$ cat config.mk
export PLATFORM = sky130hd
export DESIGN_NAME = memory_arbiter
export DESIGN_NICKNAME = d
export VERILOG_FILES = /design/src/rtl/memory_arbiter.sv
export SDC_FILE = /design/constraint.sdc
export NUM_CORES = 1
export LEC_CHECK = 0
export CAP_MARGIN = 25
export CELL_PAD_IN_SITES_DETAIL_PLACEMENT = 1
export CELL_PAD_IN_SITES_GLOBAL_PLACEMENT = 2
export CORE_AREA = 2 2 107 109
export DETAILED_ROUTE_END_ITERATION = 16
export DIE_AREA = 0 0 109 111
export DONT_BUFFER_PORTS = 1
export PLACE_DENSITY = 0.76
export RECOVER_POWER = 25
export SLEW_MARGIN = 20
export SYNTH_ARGS = -nofsm -noshare
export SYNTH_HDL_FRONTEND = slang
export SYNTH_SLANG_ARGS = --single-unit
$ cat constraint.sdc
create_clock -name clk -period 3.8 [get_ports clk]
set_input_delay 0.76 -clock clk [delete_from_list [all_inputs] [get_ports clk]]
set_output_delay 0.76 -clock clk [all_outputs]
set_load 0.01 [all_outputs]
$ cat src/rtl/memory_arbiter.sv
// memory_arbiter
// Shares one single-port memory between the instruction fetch stage and the
// data (memory) stage. Data has fixed priority; a granted access runs to
// completion and the arbiter re-arbitrates in the ack cycle with no bubble.
//
// Optional feature: define ARB_TIMEOUT_EN to add a watchdog that forces a
// completion after TIMEOUT_CYCLES busy cycles without MemAck and raises the
// sticky ErrTimeout flag.
//
// Ports
//   clk, reset                  : clock, synchronous active-high reset
//   IReqF, PCF, FlushF          : fetch request, fetch address, fetch kill
//   InstrF, IReadyF, StallFetch : fetch result, completion strobe, stall
//   DReqM, DWriteM, ALUResultM,
//   WriteDataM, ByteEnM         : data request, store flag, addr, data, bytes
//   ReadDataM, DReadyM, StallMem: load result, completion strobe, stall
//   MemReq, MemWe, MemAddr,
//   MemWData, MemBe             : shared memory request port
//   MemRData, MemAck            : memory response
//   ErrTimeout                  : sticky watchdog error
module memory_arbiter #(
  parameter int XLEN           = 32,
  parameter int TIMEOUT_CYCLES = 256
) (
  input  logic              clk,
  input  logic              reset,
  input  logic              IReqF,
  input  logic [XLEN-1:0]   PCF,
  input  logic              FlushF,
  output logic [XLEN-1:0]   InstrF,
  output logic              IReadyF,
  input  logic              DReqM,
  input  logic              DWriteM,
  input  logic [XLEN-1:0]   ALUResultM,
  input  logic [XLEN-1:0]   WriteDataM,
  input  logic [XLEN/8-1:0] ByteEnM,
  output logic [XLEN-1:0]   ReadDataM,
  output logic              DReadyM,
  output logic              StallFetch,
  output logic              StallMem,
  output logic              MemReq,
  output logic              MemWe,
  output logic [XLEN-1:0]   MemAddr,
  output logic [XLEN-1:0]   MemWData,
  output logic [XLEN/8-1:0] MemBe,
  input  logic [XLEN-1:0]   MemRData,
  input  logic              MemAck,
  output logic              ErrTimeout
);

  typedef enum logic [1:0] {IDLE, IBUSY, DBUSY} state_t;

  localparam logic [XLEN-1:0] NOP = XLEN'(32'h0000_0013);

  state_t            state, next_state;
  logic              grant_i, grant_d;
  logic              busy, forced, killed;
  logic              we_q;
  logic [XLEN-1:0]   addr_q, wdata_q;
  logic [XLEN/8-1:0] be_q;

  assign busy = (state != IDLE);

  // NOTE: every variable written here gets a default first so no path can
  // leave it unassigned and infer a latch.
  always_comb begin
    next_state = state;
    grant_i    = 1'b0;
    grant_d    = 1'b0;
    unique case (state)
      IDLE: begin
        if (DReqM) begin
          next_state = DBUSY;
          grant_d    = 1'b1;
        end else if (IReqF) begin
          next_state = IBUSY;
          grant_i    = 1'b1;
        end
      end
      // On ack, re-arbitrate among the other requester only; the one that
      // just completed must not be re-granted on a stale request.
      IBUSY: begin
        if (MemAck) begin
          if (DReqM) begin
            next_state = DBUSY;
            grant_d    = 1'b1;
          end else begin
            next_state = IDLE;
          end
        end else if (forced) begin
          next_state = IDLE;
        end
      end
      DBUSY: begin
        if (MemAck) begin
          if (IReqF) begin
            next_state = IBUSY;
            grant_i    = 1'b1;
          end else begin
            next_state = IDLE;
          end
        end else if (forced) begin
          next_state = IDLE;
        end
      end
      default: next_state = IDLE;
    endcase
  end

  // NOTE: sequential state uses non-blocking assignments so every register
  // samples pre-edge values regardless of block ordering.
  always_ff @(posedge clk) begin
    if (reset) state <= IDLE;
    else       state <= next_state;
  end

  // Request fields are captured at grant and held stable until completion.
  always_ff @(posedge clk) begin
    if (reset) begin
      addr_q  <= '0;
      wdata_q <= '0;
      be_q    <= '0;
      we_q    <= 1'b0;
    end else if (grant_d) begin
      addr_q  <= ALUResultM;
      wdata_q <= WriteDataM;
      be_q    <= ByteEnM;
      we_q    <= DWriteM;
    end else if (grant_i) begin
      addr_q  <= PCF;
      wdata_q <= '0;
      be_q    <= '1;
      we_q    <= 1'b0;
    end
  end

  // A flush while a fetch is outstanding poisons that fetch; the flag lives
  // only until the memory answers.
  always_ff @(posedge clk) begin
    if (reset)                                killed <= 1'b0;
    else if (state != IBUSY || MemAck || forced) killed <= 1'b0;
    else if (FlushF)                          killed <= 1'b1;
  end

`ifdef ARB_TIMEOUT_EN
  localparam int CW = $clog2(TIMEOUT_CYCLES + 1);
  logic [CW-1:0] wd_cnt;
  logic          err_q;

  // A real ack in the limit cycle wins over the watchdog.
  assign forced = busy && !MemAck && (wd_cnt == CW'(TIMEOUT_CYCLES - 1));

  always_ff @(posedge clk) begin
    if (reset) begin
      wd_cnt <= '0;
      err_q  <= 1'b0;
    end else begin
      if (grant_i || grant_d)   wd_cnt <= '0;
      else if (busy && !MemAck) wd_cnt <= wd_cnt + 1'b1;
      if (forced)               err_q  <= 1'b1;
    end
  end

  assign ErrTimeout = err_q;
`else
  assign forced     = 1'b0;
  assign ErrTimeout = 1'b0;
`endif

  assign MemReq   = busy;
  assign MemWe    = busy & we_q;
  assign MemAddr  = addr_q;
  assign MemWData = wdata_q;
  assign MemBe    = be_q;

  assign DReadyM   = (state == DBUSY) & (MemAck | forced);
  assign ReadDataM = forced ? '0 : MemRData;
  assign IReadyF   = (state == IBUSY) & (MemAck | forced) & ~killed & ~FlushF;
  assign InstrF    = forced ? NOP : MemRData;

  assign StallMem   = DReqM & ~DReadyM;
  assign StallFetch = IReqF & ~IReadyF;

endmodule

Yosys cells after proc, flatten, opt, wreduce, memory -nomap -nowiden
Cells that the tools add are included.
- bitwise logic cells: 11
- multiplexer cells: 22
- eq/ne operators: 6
- reductions and logical operators: 6
- operators by type and width (kind ; number):
    $mux 32 ; 4
    $mux 2 ; 5
    $mux 1 ; 8
    $mux 4 ; 2
    $and 1x1->1 ; 7
    $pmux 2 s3 ; 1
    $ne 2x2->1 const B ; 2
    $not 1->1 ; 4
    $pmux 1 s2 ; 2
    $reduce_bool 2->1 ; 2
    $ne 3x3->1 const B ; 1
    $reduce_and 3->1 ; 1
    $eq 2x1->1 const B ; 1
    $eq 2x2->1 const B ; 1
    $logic_not 2->1 ; 1
    $ne 2x1->1 const B ; 1
    $reduce_or 2->1 ; 1
    $logic_or 1x1->1 ; 1
- register bits after elaboration: 72

Depth between registers and ports, before layout
Gate-level depths: netlist of run 1.
- word-level depth: 6
- depth in mapped cells: 6
- gate-level depth less buffers: 4

Least setup slack after synthesis of run 1
OpenSTA, ideal clock, no wires.
- path kind: input to output
- start: in FlushF
- end: out StallFetch
- required time: 3.040 ns
- slack: 1.855 ns
- cell stages on the path: 3
- arrival: 1.185 ns
- cell sequence: nor2_1 > and3_1 > nor2b_1
- longest elaborated chain between the ends: 4
- RTL lines (element ; line ; text):
    from (decl) ; 29 ; input logic FlushF,
    $not 1->1 ; 178 ; assign IReadyF = (state == IBUSY) & (MemAck | forced) & ~killed & ~FlushF;
    $and 1x1->1 ; 178 ;
    net IReadyF ; 31 ; output logic IReadyF,
    $not 1->1 ; 182 ; assign StallFetch = IReqF & ~IReadyF;
    $and 1x1->1 ; 182 ;
    to (decl) ; 39 ; output logic StallFetch,
The timed path passes the listed nets, and every way through them passes these cells.

Final worst setup path of run 1
- start: reg state[1]
- end: out MemWe
- longest elaborated chain between the ends: 2
- RTL lines (element ; line ; text):
    from (decl) ; 55 ; state_t state, next_state;
    from (signal assigned) ; 114 ; else state <= next_state;
    $reduce_bool 2->1 ; 62 ; assign busy = (state != IDLE);
    net MemReq ; 41 ; output logic MemReq,
    $and 1x1->1 ; 171 ; assign MemWe = busy & we_q;
    to (decl) ; 42 ; output logic MemWe,
The timed path passes the listed nets, and every way through them passes these cells.

==> summary.txt, run 1 <==
Timing
  • Final Cycle Share: 58.1%
  • Finish-stage setup viols: 0
  • Final Hold Vio Count: 0
  • RSZ-0062 raised after global routing: no
  • Worst clock skew: 0.00626 ns
  • Setup_tns: 0 ns
  • Max Fclk: 453 MHz
  • Worst Tran Pin Value: 0.642 ns
  • Slew HR: 57.2%
  • Final hold slack: 0.501 ns
  • Tmin final: 2.21 ns
  • Slew Limit Fails: 0

Clocking
  • Clock Tree Root: clkbuf_16
  • Skew-Pair Late Insertion Delay: 0.33 ns
  • Total CTS buffers: 9
  • Post CTS Setup Buffer Count: 0
  • Clk buf depth: 2
  • Hold-fix buffers, CTS: 0
  • CTS sink count: 72
  • CTS tree: done
  • H-tree levels: 3
  • Post_cts resized: 0
  • Reg clk slew, reported paths: 0.06 ns

Power
  • Pwr Density: 608 nW/um2
  • Power Total: 2.06 mW
  • Pleak: 1.36 nW
  • Peak VDD IR: 0.000192 V

Routing
  • Vias per inst: 5.26
  • Detail Route Antenna Nets: 0
  • WL/cell: 19.8 um
  • Drt pass-1 iters: 3
  • Final wirelength: 7820 um
  • # DRC: 0
  • Drt first-iter violations: 66
  • Via count: 2083

Setup path
  • Critical path capture point type: primary output
  • Worst EP arrival: 1.45 ns
  • Crit path max fanout: 7
  • Crit path required time: 3.04 ns
  • Setup CP Type: register to primary output
  • Startpoint types: register

Final layout
  • Fraction of layout cells with a size suffix above 1: 19.8%
  • Filler instances: 1199
  • Non-Filler Instances: 396
  • # nets final: 387
  • Footprint of the multi-input gates: 1400 um2
  • Final Util: 30.5%
  • Ant diodes: 0
  • Area grow syn2layout: -4.08%
  • Register Area: 1440 um2

Place
  • Gpl congestion: 0.697
  • PortBufs: 0
  • Detail Placement HPWL: 5590 um
  • Placed Cells incl. Taps: 380

Synth
  • Gate Count Post-Synth: 322
  • Syn Area/Cell: 11.0 um2
  • Post-Syn Nets: 461
  • Synth Cell Area: 3530 um2
  • Seq/Total Area, Yosys: 40.9%
  • Synth Register Bits: 72
  • Synth cell types: 33
  • Ys Warns: 0

Global routing
  • First-pass GRT wire length: 11700 um
  • Vias in the first global route: 2177
  • Initial antenna violation count: 0
  • Largest net degree at the start of global routing: 39
  • Total gr overflow: 0
  • Total track usage: 12.7%

Die
  • Die Ht: 111 um
  • Initial Util: 31.8%
  • Chip width: 109 um
  • Die ar.: 12100 um2
  • Core Footprint: 11100 um2
  • Ports: 278
  • # rows: 39

Job
  • Max_cap viols: 0

Min path
  • Worst hold path type: primary input to register

Status
  • Status: complete, no violations
[routing by layer]
layer	up-vias	global-route usage (%)	part of all wire (%)
li1	959	-	-
met1	967	13.4	37
met2	125	21.6	50
met3	32	5.00	11
met4	0	6.41	2.3
met5	-	0	0
[power breakdown]
group / internal, mW / switching (mW) / leakage [nW]
registers: 0.825 / 0.0825 / 0.595
clock network: 0.578 / 0.319 / 0.149
logic: 0.108 / 0.144 / 0.615
[area by class of cell]
cell class / count / area share (%)
inverter: 1 / 0.111
sequential: 72 / 42.6
multi-input combinational: 160 / 41.5
clock inverter: 6 / 2.74
tap: 143 / 5.29
clock buffer: 10 / 6.77
timing repair buffer: 4 / 0.999
[path summary, 6_finish.rpt]
| kind | startpoint | slack, ns | endpoint | depth (start not counted) |
|---|---|---|---|---|
| worst max-delay path | state[1]$_SDFFE_PP0P_ | 1.59 | MemWe | 2 |
| worst min-delay path | MemAck | 0.50 | killed$_SDFFE_PP0P_ | 1 |
| worst max register to register | state[0]$_SDFFE_PP0P_ | 1.68 | MemAddr[2]$_SDFFE_PP0P_ | 4 |
| worst min register to register | we_q$_SDFFE_PP0P_ | 0.51 | we_q$_SDFFE_PP0P_ | 1 |
[through the flow]
| step | setup slack [ns] | area (um2) |
|---|---|---|
| 2_1_floorplan | 1.85 | 3530 |
| 3_3_place_gp | 1.41 | 3060 |
| 3_5_place_dp | 1.38 | 3070 |
| 4_1_cts | 1.57 | 3390 |
| 5_1_grt | 1.50 | 3380 |
| 6_report | 1.59 | 3380 |
[logic make-up after synthesis]
| logic type | Yosys count | share of synthesized area (%) |
|---|---|---|
| simple gates | 53 | 8.27 |
| buf+inv | 90 | 19.3 |
| other cells | 1 | 0.106 |
| mux | 32 | 9.08 |
| flops | 72 | 40.9 |
| compound gates | 74 | 22.4 |
[placed cells by master (no fill, tap or decap), types with 3 or more instances in the layout]
| cell type | netlist | routed |
|---|---|---|
| a221oi_1 | 12 | 12 |
| nor2_1 | 35 | 35 |
| nor2b_1 | 5 | 6 |
| a221oi_2 | 20 | 20 |
| buf_4 | 67 | 3 |
| clkbuf_16 | 0 | 9 |
| mux2i_1 | 32 | 32 |
| a22o_1 | 33 | 33 |
| o221a_2 | 4 | 4 |
| dfxtp_1 | 72 | 72 |
[Yosys cell counts]
cell type	number	area, um2
dfxtp_1	72	1440
buf_4	67	503
nor2_1	35	131
a22o_1	33	289
mux2i_1	32	320
a221oi_2	20	300
a221oi_1	12	105
buf_2	10	50.1
nor2b_1	5	31.3
buf_6	4	45.0
o221a_2	4	45.0
buf_12	3	60.1
clkbuf_1	3	11.3
buf_1	2	7.51
o21ai_4	2	32.5
a21oi_1	1	5.00
and2_1	1	6.26
and3_1	1	6.26
conb_1	1	3.75
inv_1	1	3.75
nand2_1	1	3.75
nand2b_4	1	13.8
nand3_1	1	5.00
nor2_8	1	20.0
nor2b_2	1	8.76
nor2b_4	1	13.8
nor3_1	1	5.00
nor3b_2	1	12.5
nor3b_4	1	18.8
nor4b_1	1	8.76
o21ai_0	1	5.00
o21bai_1	1	7.51
or2_1	1	6.26
[critical path, cell delays in order, from the launching register on]
cell and delay, ns:
dfxtp_1 0.44, or2_1 0.43, and2_1 0.26
[registers in the layout, indices dropped and copies added, names as in the netlist]
name	flops
MemBe	4
killed	1
MemWData	32
state	2
we_q	1
MemAddr	32
(Power assumes the default switching activity.)
==> run 2, diff against run 1 <==
--- a/config.mk
+++ b/config.mk
@@ -8,11 +8,11 @@
 export CAP_MARGIN = 25
 export CELL_PAD_IN_SITES_DETAIL_PLACEMENT = 1
 export CELL_PAD_IN_SITES_GLOBAL_PLACEMENT = 2
-export CORE_AREA = 2 2 107 109
+export CORE_AREA = 2 2 108 110
 export DETAILED_ROUTE_END_ITERATION = 16
-export DIE_AREA = 0 0 109 111
+export DIE_AREA = 0 0 110 112
 export DONT_BUFFER_PORTS = 1
-export PLACE_DENSITY = 0.76
+export PLACE_DENSITY = 0.75
 export RECOVER_POWER = 25
 export SLEW_MARGIN = 20
 export SYNTH_ARGS = -nofsm -noshare
==> constraint.sdc (replaced) <==
create_clock -name clk -period 2.2 [get_ports clk]
set_input_delay 0.44 -clock clk [delete_from_list [all_inputs] [get_ports clk]]
set_output_delay 0.44 -clock clk [all_outputs]
set_load 0.01 [all_outputs]
==> summary.txt, run 2 (synthesis gave the netlist of run 1 again) <==
Status
  • Status: complete, no violations

Routing
  • # DRC: 0 (unchanged)
  • Detail Route Antenna Nets: 0 (unchanged)
  • Final wirelength: 8230 um (+5.1%)
  • Drt pass-1 iters: 4 (+1)
  • WL/cell: 20.6 um (+4.1%)
  • Vias per inst: 5.19 (-1.3%)
  • Via count: 2076 (-0.34%)
  • Drt first-iter violations: 85 (+29%)

Power
  • Seq pwr share: 42.7% (-1.4 points)
  • Pleak: 1.40 nW (+2.9%)
  • Int Pwr: 2.73 mW (+81%)
  • Clock share of power: 44.8% (+1.2 points)
  • Comb pwr share: 12.4% (about the same)
  • Power Total: 3.67 mW (+78%)
  • Pwr Density: 1060 nW/um2 (+75%)
  • Psw: 0.933 mW (+71%)
  • Peak VDD IR: 0.000603 V (+210%)
  • Switch share: 25.4% (-1.1 points)

Place
  • Post-DP Area: 3120 um2 (+1.5%)
  • Gpl congestion: 0.710 (+1.7%)
  • Detail Placement HPWL: 5950 um (+6.5%)
  • PortBufs: 0 (unchanged)
  • Placed Cells incl. Taps: 385 (+1.3%)

Timing
  • Max Fclk: 548 MHz
  • Setup_tns: 0 ns (unchanged)
  • Final Hold Vio Count: 0 (unchanged)
  • Worst clock skew: 0.00568 ns (-0.000581 ns)
  • Final Cycle Share: 82.9%
  • RSZ-0062 raised after global routing: no
  • Tmin final: 1.82 ns
  • Finish-stage setup viols: 0 (unchanged)
  • Slew Limit Fails: 0 (unchanged)
  • Worst Tran Pin Value: 0.625 ns (-0.0170 ns)
  • Slew HR: 58.4% (+1.1 points)

Die
  • Chip width: 110 um (+0.92%)
  • Ports: 278 (unchanged)
  • Core Footprint: 11200 um2 (+0.88%)
  • # rows: 39 (unchanged)
  • Initial Util: 31.6% (-0.28 points)
  • Die Ht: 112 um (+0.90%)
  • Die ar.: 12300 um2 (+1.8%)

Final layout
  • Non-Filler Instances: 400 (+1.0%)
  • Design area: 3450 um2 (+2.0%)
  • Final Util: 30.9% (+0.34 points)
  • Filler instances: 1230 (+2.6%)
  • Area grow syn2layout: -2.16%
  • Ant diodes: 0 (unchanged)
  • Fraction of layout cells with a size suffix above 1: 21.4% (+1.6 points)
  • Most common cell after layout, fill and taps aside: dfxtp_1
  • Highest-count cells in the layout ignoring fill and taps: 72 x dfxtp_1, 35 x nor2_1, 33 x a22o_1
  • # nets final: 392 (+1.3%)

Global routing
  • Initial antenna violation count: 0 (unchanged)
  • Vias in the first global route: 2254 (+3.5%)
  • Total gr overflow: 0 (unchanged)
  • First-pass GRT wire length: 12200 um (+4.4%)
  • Largest net degree at the start of global routing: 39 (unchanged)
  • Total track usage: 13.4% (+0.75 points)

Setup path
  • Crit path max fanout: 7 (unchanged)
  • Critical path, cell by cell: or2_1, buf_4, and2_1
  • Crit path required time: 1.76 ns (-1.28 ns)
  • Critical path capture point type: primary output
  • CP max-delay cell: dfxtp_1
  • Setup CP Type: register to primary output
  • Crit-path max cell delay: 0.37 ns (-0.07 ns)
  • Startpoint types: register
  • Worst EP arrival: 1.38 ns (-0.07 ns)

Clocking
  • Post_cts resized: 0 (unchanged)
  • Hold-fix buffers, CTS: 0 (unchanged)
  • H-tree levels: 3 (unchanged)
  • Clk buf depth: 2 (unchanged)
  • Skew-Pair Late Insertion Delay: 0.33 ns (about the same)
  • Reg clk slew, reported paths: 0.06 ns (about the same)
  • Post CTS Setup Buffer Count: 0 (unchanged)
  • CTS tree: done
  • Clock Tree Root: clkbuf_16
  • CTS sink count: 72 (unchanged)
  • Total CTS buffers: 9 (unchanged)

Job
  • Max_cap viols: 0 (unchanged)

Min path
  • Worst hold path type: primary input to register
-- run 2: changes by cell type in the layout (fill, tap and decap cells not counted) --
| cell | change |
|---|---|
| clkinvlp_4 | -1 |
| nor2b_1 | -1 |
| nor2b_4 | +1 |
| bufinv_16 | +1 |
| inv_6 | -1 |
| buf_12 | +1 |
| buf_4 | +5 |
| buf_6 | -1 |
-- run 2: final timing paths --
check	start	to	slack [ns]	cells past startpoint
hold / removal	reset	MemAddr[3]$_SDFFE_PP0P_	0.18	1
setup / recovery	state[1]$_SDFFE_PP0P_	MemWe	0.38	3
hold reg to reg	we_q$_SDFFE_PP0P_	we_q$_SDFFE_PP0P_	0.49	1
setup reg to reg	state[0]$_SDFFE_PP0P_	MemAddr[1]$_SDFFE_PP0P_	0.40	4
-- run 2: power groups by stage --
| stage | sequential (mW) | combinational [mW] | clock, mW |
|---|---|---|---|
| 3_5_place_dp | 1.60 | 0.468 | 0 |
| 3_3_place_gp | 1.60 | 0.450 | 0 |
| 4_1_cts | 1.57 | 0.468 | 1.70 |
| 2_1_floorplan | 1.56 | 0.545 | 0 |
| 5_1_grt | 1.58 | 0.508 | 1.76 |
| 6_report | 1.57 | 0.456 | 1.64 |
-- run 2: critical path: cells and delay by family, from the launching register on --
family	cells	cell delay (ns)
buffers and inverters	1	0.19
DFF	1	0.37
and+or+nand+nor	2	0.49
-- run 2: layout make-up --
cell class / count / area [um2] / share of cell area (%)
repair buffers: 9 / 80.1 / 2.32
inverters: 1 / 3.75 / 0.109
well taps: 143 / 179 / 5.18
flip-flops and latches: 72 / 1440 / 41.8
clock buffers: 10 / 229 / 6.64
multi-input cells: 160 / 1410 / 40.9
clock inverters: 5 / 106 / 3.08
-- run 2: metal layers --
| metal | GRT usage [%] | vias to the layer above | part of all wire, % |
|---|---|---|---|
| met1 | 13.4 | 966 | 35 |
| met2 | 22.6 | 125 | 50 |
| met5 | 0 | - | 0 |
| met3 | 6.56 | 23 | 12 |
| li1 | - | 962 | - |
| met4 | 7.34 | 0 | 2.5 |
-- run 2: per-stage QoR --
stage / setup WS [ns] / hold slack [ns]
global route: 0.252 / 0.151
floorplan: 0.619 / 0.434
detailed placement: 0.377 / 0.475
CTS: 0.339 / 0.154
global placement: 0.423 / 0.468
finish: 0.377 / 0.178
